$ cat src/rtl/vend_slot_arbiter.sv
// vend_slot_arbiter: round-robin coin-slot arbiter feeding a shared credit engine and soda dispenser.
// Define VEND_DROP_TIMEOUT_EN to abort and refund drops whose drop_ack never arrives.
module vend_slot_arbiter #(
    parameter int NUM_SLOTS    = 4,
    parameter int PRICE        = 4,
    parameter int CREDIT_W     = 4,
    parameter int DROP_TIMEOUT = 16
) (
    input  logic                   clock,
    input  logic                   reset,
    input  logic [NUM_SLOTS-1:0]   slot_valid,
    input  logic [2*NUM_SLOTS-1:0] slot_coin,
    output logic [NUM_SLOTS-1:0]   slot_ready,
    output logic [CREDIT_W-1:0]    credit,
    output logic                   drop_req,
    input  logic                   drop_ack,
    output logic [7:0]             drop_count,
    output logic                   bad_coin,
    output logic                   drop_fault
);

    localparam int PTR_W = (NUM_SLOTS > 1) ? $clog2(NUM_SLOTS) : 1;
    localparam logic [CREDIT_W-1:0] PRICE_C = CREDIT_W'(PRICE);
    localparam logic [PTR_W-1:0] LAST_SLOT = PTR_W'(NUM_SLOTS - 1);

    typedef enum logic {IDLE, DROP} state_t;

    state_t              state;
    logic [PTR_W-1:0]    ptr;
    logic [PTR_W-1:0]    grant_idx;
    logic [PTR_W-1:0]    ptr_next;
    logic                grant_any;
    logic                accept;
    logic [1:0]          grant_coin;
    logic [CREDIT_W-1:0] coin_value;
    int                  scan_idx;

`ifdef VEND_DROP_TIMEOUT_EN
    localparam int TMR_W = $clog2(DROP_TIMEOUT + 1);
    localparam logic [TMR_W-1:0] TIMER_LAST = TMR_W'(DROP_TIMEOUT - 1);
    logic [TMR_W-1:0] drop_timer;
`endif

    // Scan upward from the round-robin pointer, wrapping, for the first presenting slot.
    always_comb begin
        grant_any = 1'b0;
        grant_idx = '0;
        scan_idx  = 0;
        for (int k = 0; k < NUM_SLOTS; k++) begin
            scan_idx = int'(ptr) + k;
            if (scan_idx >= NUM_SLOTS) begin
                scan_idx = scan_idx - NUM_SLOTS;
            end
            if (!grant_any && slot_valid[PTR_W'(scan_idx)]) begin
                grant_any = 1'b1;
                grant_idx = PTR_W'(scan_idx);
            end
        end
    end

    assign ptr_next   = (grant_idx == LAST_SLOT) ? '0 : grant_idx + 1'b1;
    assign grant_coin = slot_coin[{grant_idx, 1'b0} +: 2];
    assign accept     = (state == IDLE) && (credit < PRICE_C) && grant_any;

    always_comb begin
        case (grant_coin)
            2'b01:   coin_value = CREDIT_W'(1);
            2'b10:   coin_value = CREDIT_W'(3);
            2'b11:   coin_value = CREDIT_W'(5);
            default: coin_value = '0;
        endcase
    end

    always_comb begin
        slot_ready = '0;
        if (accept) begin
            slot_ready[grant_idx] = 1'b1;
        end
    end

    // Coins are only taken below PRICE, so credit tops out at PRICE+4 and cannot wrap.
    always_ff @(posedge clock) begin
        if (reset) begin
            state      <= IDLE;
            ptr        <= '0;
            credit     <= '0;
            drop_req   <= 1'b0;
            drop_count <= '0;
            bad_coin   <= 1'b0;
`ifdef VEND_DROP_TIMEOUT_EN
            drop_fault <= 1'b0;
            drop_timer <= '0;
`endif
        end else begin
            bad_coin <= 1'b0;
`ifdef VEND_DROP_TIMEOUT_EN
            drop_fault <= 1'b0;
`endif
            case (state)
                IDLE: begin
                    if (credit >= PRICE_C) begin
                        credit   <= credit - PRICE_C;
                        drop_req <= 1'b1;
                        state    <= DROP;
`ifdef VEND_DROP_TIMEOUT_EN
                        drop_timer <= '0;
`endif
                    end else if (grant_any) begin
                        ptr      <= ptr_next;
                        credit   <= credit + coin_value;
                        bad_coin <= (grant_coin == 2'b00);
                    end
                end
                DROP: begin
                    if (drop_ack) begin
                        drop_count <= drop_count + 8'd1;
                        drop_req   <= 1'b0;
                        state      <= IDLE;
                    end
`ifdef VEND_DROP_TIMEOUT_EN
                    else if (drop_timer == TIMER_LAST) begin
                        credit     <= credit + PRICE_C;
                        drop_fault <= 1'b1;
                        drop_req   <= 1'b0;
                        state      <= IDLE;
                    end else begin
                        drop_timer <= drop_timer + 1'b1;
                    end
`endif
                end
                default: state <= IDLE;
            endcase
        end
    end

`ifndef VEND_DROP_TIMEOUT_EN
    assign drop_fault = 1'b0;
`endif

endmodule

$ cat config.mk
export PLATFORM = sky130hd
export DESIGN_NAME = vend_slot_arbiter
export DESIGN_NICKNAME = d
export VERILOG_FILES = /design/src/rtl/vend_slot_arbiter.sv
export SDC_FILE = /design/constraint.sdc
export NUM_CORES = 1
export LEC_CHECK = 0
export ABC_AREA = 0
export BUFFER_PORTS_ARGS = -buffer_cell sky130_fd_sc_hd__buf_2
export CAP_MARGIN = 10
export CORE_MARGIN = 3
export CORE_UTILIZATION = 40
export CTS_CLUSTER_SIZE = 16
export DETAILED_ROUTE_END_ITERATION = 10
export PLACE_DENSITY = 0.62
export SYNTH_ARGS = -nofsm -noshare
export SYNTH_HDL_FRONTEND = slang
export SYNTH_SLANG_ARGS = --single-unit
$ cat constraint.sdc
create_clock -name clock -period 3.58 [get_ports clock]
set_clock_uncertainty 0.1 [all_clocks]
set_input_delay 0.358 -clock clock [delete_from_list [all_inputs] [get_ports clock]]
set_output_delay 0.358 -clock clock [all_outputs]
set_load 0.005 [all_outputs]
==> results.yml <==
synth:
  synthDistinctLibCells: 45
  async_flop_share_pct: 0
  synth_nets: 170
  synth_area_leader_cell: "dfxtp_1"
  avgSynthCellArea_um2: 8.51
  yosysSeqAreaShare_pct: 27.8
  synth_flop_cell: "dfxtp_1"
  ys_ff_latch: 17
  ys_warn_count: 0
  synth_area_leaders: "dfxtp_1, ha_1, nor2_1, a21oi_1, nand3_1"
  yosys.area.top_type_share_pct: 27.8
  synth_cells: 144
  syn-cell-area_um2: 1220
  synth_edf_count: 0
die:
  die_x_um: 61.3
  dieArea_um2: 3760
  start_util_pct: 43.3
  core-area_um2: 2830
  die_h_um: 61.3
  ioPinCount: 34
  row_count: 19
worst_setup_path:
  rrSetupSlack_ns: 0.87
  arrival_ns: 2.78
  required_ns: 3.65
  reg2reg_depth: 12
  crit_path_top_delay_cell: "dfxtp_1"
  cp_max_fo: 9
  cp-startpoint: "ptr[1]"
  cpLargestDelayFamily: "compound AO/OA/AOI/OAI gates"
  path_common_cell: "a21oi_1"
  cp-end-kind: "flop"
  r2r_start: "ptr[1]"
  cp_num_cells: 12
  worst_path_largest_cell_delay_ns: 0.43
  worstSetupPathType: "flop to flop"
  start_kind: "flop"
  setup.worst_path.end: "credit[3]"
  cp_num_buf_inv: 1
  path_cells: "mux2i_1 > o2bb2ai_2 > nor2_4 > inv_4 > and3_4 > o221a_1 > ha_1 > a21o_1 > a21oi_1 > nor3b_1 > o21ai_0 > a21oi_1"
  reg2reg_to: "credit[3]"
power_and_ir_drop:
  p_leak_uw: 0.000670
  ir_drop_uv: 341
  total_power_uw: 862
  powerDensity_nw_per_um2: 605
clocking:
  postCtsResizedCells: 0
  cts_tree: "yes"
  root_buffer: "clkbuf_4"
  post_cts_buffers: 0
  clock_latency_ns: 0.28
  cts-buffers-inserted: 3
  cts.clk_slew.worst_paths_ns: 0.10
  clk_path_buf_depth: 2
  clock_sinks: 17
  h-tree-depth: 1
  ctsHoldBuffers: 0
placed_design:
  globalplace.congestion: 0.828
  portBuffers: 32
  place_area_um2: 1400
  place.detailed.hpwl_um: 2020
timing:
  setup_viol: 0
  max-slew-margin-rel_pct: 66.6
  tns_ns: 0
  fmax_mhz: 370
  worstMarginPinSlew_ns: 0.498
  drv_slew: 0
  period_needed_ns: 2.71
  finalHoldViolations: 0
  holdWs_ns: 0.296
  min_period_over_period_pct: 75.6
  rsz0062_at_grt: "false"
hold_path:
  hold_depth: 4
  hold_class: "input pin to flop"
layout:
  diodes: 0
  final_core_util_pct: 50.4
  syn2layout_area_growth_pct: 16.4
  final_cell_mix: "buf_2, dfxtp_1, nor2_1, ha_1"
  nets: 202
  layout_commonest_cell: "buf_2"
  drive_above_1_share_pct: 29.1
  final_area_um2: 1430
drt:
  initialDrtViolationCount: 51
  wl_per_cell_um: 12.0
  firstDrtPassIters: 4
  wirelength_um: 2480
  drc: 0
  ant_nets: 0
  dr_total_vias: 1093
  via_per_inst: 5.31
global_routing:
  grt_use_total_pct: 13.7
  use_met2_pct: 22.4
  globalRouteMet1Util_pct: 18.5
  grt_pass1_vias: 931
  gr-max-usage-layer: "met2"
  grt_max_degree: 18
  gr-total-overflow: 0
  antenna_found_initial: 0
  gr-usage-met3_pct: 1.68
  grt_pass1_wl_um: 3940
job:
  maxCapViolCount: 0
run_status:
  status: "finished clean"
## kinds of logic after synthesis
family / count (synthesis) / share of synthesized area (%)
AND/OR/NAND/NOR: 63 / 29.4
AO/OA/AOI/OAI: 29 / 18.1
flip-flops: 17 / 27.8
buffers and inverters: 12 / 4.39
adder cells (fa/ha/maj): 11 / 11.8
XOR/XNOR: 8 / 5.72
multiplexers: 3 / 2.45
other: 1 / 0.306
## sequential cells by signal, indices dropped and copies added, names as in the netlist
register    flops
bad_coin        1
credit          4
drop_count      8
drop_req        1
ptr             2
state           1
## report_power, final
group	switching, uW	internal, uW	leakage, uW
sequential	43.1	231	0.000139
clock	58.3	41.5	0.0000177
combinational	257	232	0.000513
## per-layer routing
layer,wire length (um),vias to the layer above
li1,-,560
met1,1140,501
met2,1160,30
met5,0,-
met3,158,2
met4,10,0
## worst min path at each step
stage / startpoint / end / slack [ns]
6_report: slot_coin[2] / bad_coin / 0.30
3_3_place_gp: drop_req / drop_req / 0.36
2_1_floorplan: drop_req / drop_req / 0.38
3_5_place_dp: drop_req / drop_req / 0.37
4_1_cts: slot_coin[2] / bad_coin / 0.29
5_1_grt: slot_coin[2] / bad_coin / 0.29
## layout make-up
type	instances	area, um2
sequential	17	340
tap	31	38.8
clock inverter	1	5.00
inverter	7	28.8
clock buffer	3	22.5
fill	282	1400
multi-input combinational	115	831
timing repair buffer	32	160
## metrics by stage
stage	cells	worst slack, ns
after global placement	202	0.925
after detailed placement	202	0.846
after global routing	206	0.683
after floorplan	144	1.16
after CTS	206	0.863
final	206	0.875
## synth_stat cells (2+ instances only)
cell type,n
nor3b_1,2
and3_1,3
nand2b_1,3
nor4_2,2
buf_2,2
and2_1,5
inv_1,6
mux2i_1,3
xnor2_1,3
o22ai_1,3
o21ai_1,2
nand2_1,9
a21oi_1,9
nor2b_1,3
nand4_1,2
and3_4,2
nand3_1,9
clkbuf_1,2
o21ai_0,2
xor2_1,5
nor3_1,2
a21o_1,2
ha_1,10
dfxtp_1,17
nor2_1,16
## tightest hold or removal path, cell delays in order
cell and delay [ns]:
buf_2 0.08, o21ai_2 0.05, nand2_1 0.06, o22ai_1 0.07
Note: power is estimated with default switching activity, not from simulation.
